`config.mk`:
```
export PLATFORM = sky130hd
export DESIGN_NAME = prbs15_word_gen
export DESIGN_NICKNAME = d
export VERILOG_FILES = /design/src/rtl/vlc_rx_pkg.sv /design/src/rtl/prbs15_word_gen.sv
export SDC_FILE = /design/constraint.sdc
export NUM_CORES = 1
export LEC_CHECK = 0
export ABC_CLOCK_PERIOD_IN_PS = 800
export BUFFER_PORTS_ARGS = -buffer_cell sky130_fd_sc_hd__buf_2
export CAP_MARGIN = 20
export CELL_PAD_IN_SITES_DETAIL_PLACEMENT = 1
export CELL_PAD_IN_SITES_GLOBAL_PLACEMENT = 2
export CORE_UTILIZATION = 12
export DETAILED_ROUTE_END_ITERATION = 10
export PLACE_DENSITY_LB_ADDON = 0.1
export SLEW_MARGIN = 10
export SYNTH_ARGS = -nofsm -noshare
export SYNTH_HDL_FRONTEND = slang
export SYNTH_SLANG_ARGS = --single-unit
```
`constraint.sdc`:
```
create_clock -name vclk -period 0.8
set_input_delay 0.08 -clock vclk [all_inputs]
set_output_delay 0.08 -clock vclk [all_outputs]
set_load 0.03 [all_outputs]
```
`src/rtl/vlc_rx_pkg.sv`:
```
// Shared definitions for the VLC receive path: frame geometry helpers,
// PRBS-15 generator constants and the frame checker state encoding.
package vlc_rx_pkg;

    // x^15 + x^14 + 1 : feedback taps are the two oldest LFSR stages
    localparam int          PRBS15_TAP_HI       = 14;
    localparam int          PRBS15_TAP_LO       = 13;
    localparam logic [14:0] PRBS15_SEED_DEFAULT = 15'h7FFF;

    typedef enum logic [1:0] {
        RUN    = 2'd0,
        DRAIN  = 2'd1,
        REPORT = 2'd2
    } chk_state_t;

    function automatic int bits_per_symbol(input int pam_order);
        return $clog2(pam_order);
    endfunction

    function automatic int frame_words(input int length_data, input int pam_order,
                                       input int width);
        return length_data * bits_per_symbol(pam_order) / width;
    endfunction

endpackage

```
`src/rtl/prbs15_word_gen.sv`:
```
// Unrolled PRBS-15 generator: emits WIDTH reference bits (bit 0 first)
// and the LFSR state after WIDTH steps. Purely combinational.
module prbs15_word_gen
    import vlc_rx_pkg::*;
#(
    parameter int WIDTH = 32
) (
    input  logic [14:0]      state_in,
    output logic [WIDTH-1:0] ref_bits,
    output logic [14:0]      state_out
);

    logic [14:0] s;
    logic        fb;

    // Step the Fibonacci LFSR WIDTH times; each feedback bit is the next output bit
    always_comb begin
        s        = state_in;
        fb       = 1'b0;
        ref_bits = '0;
        for (int i = 0; i < WIDTH; i++) begin
            fb          = s[PRBS15_TAP_HI] ^ s[PRBS15_TAP_LO];
            ref_bits[i] = fb;
            s           = {s[13:0], fb};
        end
        state_out = s;
    end

endmodule

```
; ---- Yosys cells after proc, flatten, opt, wreduce, memory -nomap -nowiden
; Cells that the tools add are included.
[word_totals]
register_bits = 0
inputBits = 15
[classes]
n_bitwise = 32
[ops]
columns = op, n
row1 = 1-bit bitwise XOR, 32

; ---- Logic depth before layout (Yosys ltp)
[depth]
ltp_word = 3
depth_mapped = 3
ltp_nobuf = 2

; ---- Least setup slack after synthesis
; No wires, ideal clock.
[synth_path]
kind = input to output
startpoint = input state_in[13]
endpoint = output state_out[2]
arrival_time_ns = 1.346
required_ns = 0.720
slack_ns = -0.626
stages = 3
n_path_buf = 1
cell_sequence = xor2_2 xor2_1 buf_4
[synth_between]
elab_chain_cells = 3
elab_cells_between_ends = 5
classes_between = 5 x bitwise
[synth_lines]
columns = element, line
row1 = "start, declared", prbs15_word_gen.sv:8  ; input logic [14:0] state_in,
row2 = 1-bit bitwise XOR (2 in series), prbs15_word_gen.sv:22  ; fb = s[PRBS15_TAP_HI] ^ s[PRBS15_TAP_LO];
row3 = 1-bit bitwise XOR *, prbs15_word_gen.sv:22
row4 = "end, declared", prbs15_word_gen.sv:10  ; output logic [14:0] state_out
; Every way passes the cells marked *; elsewhere a longest branch is shown, timed or not.

; ---- Final worst setup path
[layout_path]
startpoint = input state_in[12]
endpoint = output state_out[2]
[layout_between]
elab_chain_cells = 3
[layout_lines]
columns = element, line
row1 = 1-bit bitwise XOR (3 in series), prbs15_word_gen.sv:22
; No other way between the ends.

==> flow_results.org <==
** CTS
- Buffers inserted to repair hold after CTS numbered 0.

** Routing
- For this block, the initial DRC count from the detailed router was 4.
- Vias per inst :: ~3.4
- Antenna viol nets, final :: 0
- Detailed routing inserted a total of between 400 and 500 vias.
- For this block, the routed nets add up to ~1400 um of wire.
- Average detailed-routed wire length per instance :: around 10 um
- The first detailed-routing pass ran for 2 iterations.
- Remaining design rule violation count :: 0

** Layout
- Utilization of the core after routing :: 35.8%
- The area growth from synthesis to layout is 174%.
- The design has 0 sequential cells.
- In the final layout, the multi-input gates occupy 532 um2.
- After layout, the clock buffer instance count stands at 0.
- The layout has 385 filler cells.
- For this run, the post-layout net count is ~120.
- In the final layout, flip-flops and latches occupy 0 um2.
- Ant diodes :: 0
- Fraction of layout instances using a drive strength above 1 :: about 87%

** Worst setup path
- In this design, the stage delay of the slowest critical-path cell is between 0.15 and 0.2 ns.
- Data on the critical path arrives at its endpoint at 0.84 ns.
- Crit start category :: input port
- Top cell family by delay on the critical path :: buffers and inverters
- Count of buffer and inverter cells on the critical path :: 3
- The critical path in this run is classified as input port to output pin.
- STA classifies the critical path endpoint as an output pin.
- In this run the worst path has a maximum fanout of 3.
- Cell Chain, Critical Path :: buf_12 > xor2_4 > buf_12 > xor2_4 > buf_6
- CP required :: a little over 0.7 ns
- Count of cell instances traversed by the critical path :: 5
- For this design, the slowest cell found on the critical path is sky130_fd_sc_hd__xor2_4.

** GRT
- Met1 routing resource usage after global routing :: between 7 and 8%
- Number of antenna violations at the first check in global routing :: 0
- In this run the most used layer during global routing was met2.
- The first global-routing pass estimated just under 2000 um of wire.
- Number of global-route vias before repair :: 416
- GRT overflow :: 0
- For this run, global-route usage on met2 was measured as between 10% and 20%.
- Total global routing track utilization :: 6.97%
- Global routing used less than 1% of the available met3 tracks.
- Entering global routing, the biggest net connects 5 pins.

** STA
- Setup repair after global routing could not meet its margin everywhere.
- Setup violations remaining at the end of the flow were counted as 9.
- Derived from the worst setup path, the maximum achievable clock frequency is 1080 MHz.
- Transition at the pin with the smallest max-transition slack :: 0.202 ns
- Tightest slew margin relative to the limit :: 86.6%
- The number of failing hold endpoints at the final stage came to 0.
- The count of final max-slew check failures came to 0.
- In the post-route analysis, the smallest setup slack over all paths is -0.122 ns.
- Final critical delay including setup and external delays :: 0.922 ns
- Period utilisation layout :: 115%

** Pwr
- Tot Pwr :: approximately 1.5 mW
- Worst VDD drop :: 295 uV
- Leak pwr :: ~0.53 nW
- Dividing total power by cell area gives a power density of ~1300 nW/um2.

** Worst hold path
- The worst hold path belongs to the class input port to output pin.
- The worst hold path begins at state_in[14].
- The worst hold path passes through 3 cells.
- Destination of the worst hold path :: ref_bits[15]

** Logic synthesis
- A synthesized cell averages between 8 and 9 um2.
- Synthesized netlist net count :: 64
- During synthesis, Yosys emitted a total of 0 warnings.
- The cell area that synthesis handed to floorplanning was around 410 um2.
- Counting every instance in the synthesized netlist gives between 40 and 50.
- Counting distinct cell types in the post-synthesis netlist gives 5.
- Fraction of the yosys area taken by sequential cells :: 0%

** Floorplan
- The core region is between 3000 and 4000 um2.
- Die Y-Extent :: 60.6 um
- The floorplan step defined a die boundary enclosing about 3700 um2.
- Die extent in x :: 60.6 um
- Effective utilization at floorplan :: between 10% and 20%
- Row generation in the floorplan step produced 20 rows.
- IO Count :: just over 60

** Placement
- DP Wirelength :: 1250 um
- At the end of routability-driven placement, the weighted congestion stood at between 0.6 and 0.7.
- Port buffering added slightly above 60 buffers.
- Prior to clock tree synthesis, the placed netlist has a worst setup slack of -0.269 ns.

** Outcome
- Result of the run :: finished with violations
- Violations in the final reports :: negative setup slack

** Run
- Max-cap violations in this run came to 0.
how the worst max path moves through the flow:
stage / start / to
4_1_cts: state_in[13] / ref_bits[29]
2_1_floorplan: state_in[12] / state_out[2]
5_1_grt: state_in[12] / ref_bits[29]
3_3_place_gp: state_in[12] / state_out[0]
3_5_place_dp: state_in[12] / ref_bits[31]
6_report: state_in[12] / state_out[2]
stage by stage:
step / hold slack [ns] / instance area, um2 / setup TNS (ns) / cells
2_1_floorplan: 0.249 / 637 / -0.625 / 49
3_3_place_gp: 0.567 / 908 / -3.01 / 144
3_5_place_dp: 0.559 / 908 / -3.22 / 144
4_1_cts: 0.485 / 1070 / -0.750 / 146
5_1_grt: 0.501 / 1130 / -1.00 / 146
6_report: 0.477 / 1130 / -0.715 / 146
cell type report:
class / instances / area share (%)
timing repair buffer: 69 / 47.7
multi-input combinational: 32 / 47.1
tap: 44 / 4.88
inverter: 1 / 0.333
cell families (layout without fill, tap and decap cells):
family	Yosys count	count (layout)	share of synthesized area, %
xor gates and xnor gates	32	32	69.9
buffers and inverters	17	70	30.1
per-layer routing:
layer / routed length, um / vias up
met5: 0 / -
met1: 422 / 236
met4: 0 / 0
met2: 930 / 29
li1: - / 230
met3: 77 / 0
power breakdown:
| part | leakage (nW) | internal, mW | switching [mW] |
|---|---|---|---|
| Combinational | 0.530 | 0.595 | 0.926 |
| Sequential | 0 | 0 | 0 |
| Clock | 0 | 0 | 0 |
synthesized netlist by cell type, drive strengths merged:
cell   instances  area (um2)
xor2          28         253
buf           16         120
xnor2          4        35.0
inv            1        3.75
repair_timing:
| action | 4_1_cts | 5_1_grt |
|---|---|---|
| endpoints found under the setup margin | 22 | 20 |
| pin swaps | 3 | 1 |
| resized for setup | 35 | 20 |
| buffers inserted | 2 | 0 |
placed cells by master (no fill, tap or decap):
| master | synthesis | final |
|---|---|---|
| sky130_fd_sc_hd__xor2_4 | 0 | 6 |
| sky130_fd_sc_hd__xnor2_4 | 0 | 3 |
| sky130_fd_sc_hd__inv_1 | 1 | 1 |
| sky130_fd_sc_hd__xor2_2 | 1 | 10 |
| sky130_fd_sc_hd__buf_8 | 0 | 1 |
| sky130_fd_sc_hd__buf_2 | 0 | 39 |
| sky130_fd_sc_hd__buf_12 | 0 | 4 |
| sky130_fd_sc_hd__buf_4 | 16 | 9 |
| sky130_fd_sc_hd__xnor2_2 | 0 | 1 |
| sky130_fd_sc_hd__buf_6 | 0 | 16 |
| sky130_fd_sc_hd__xor2_1 | 27 | 12 |
Power figures use the tool's default switching activity.
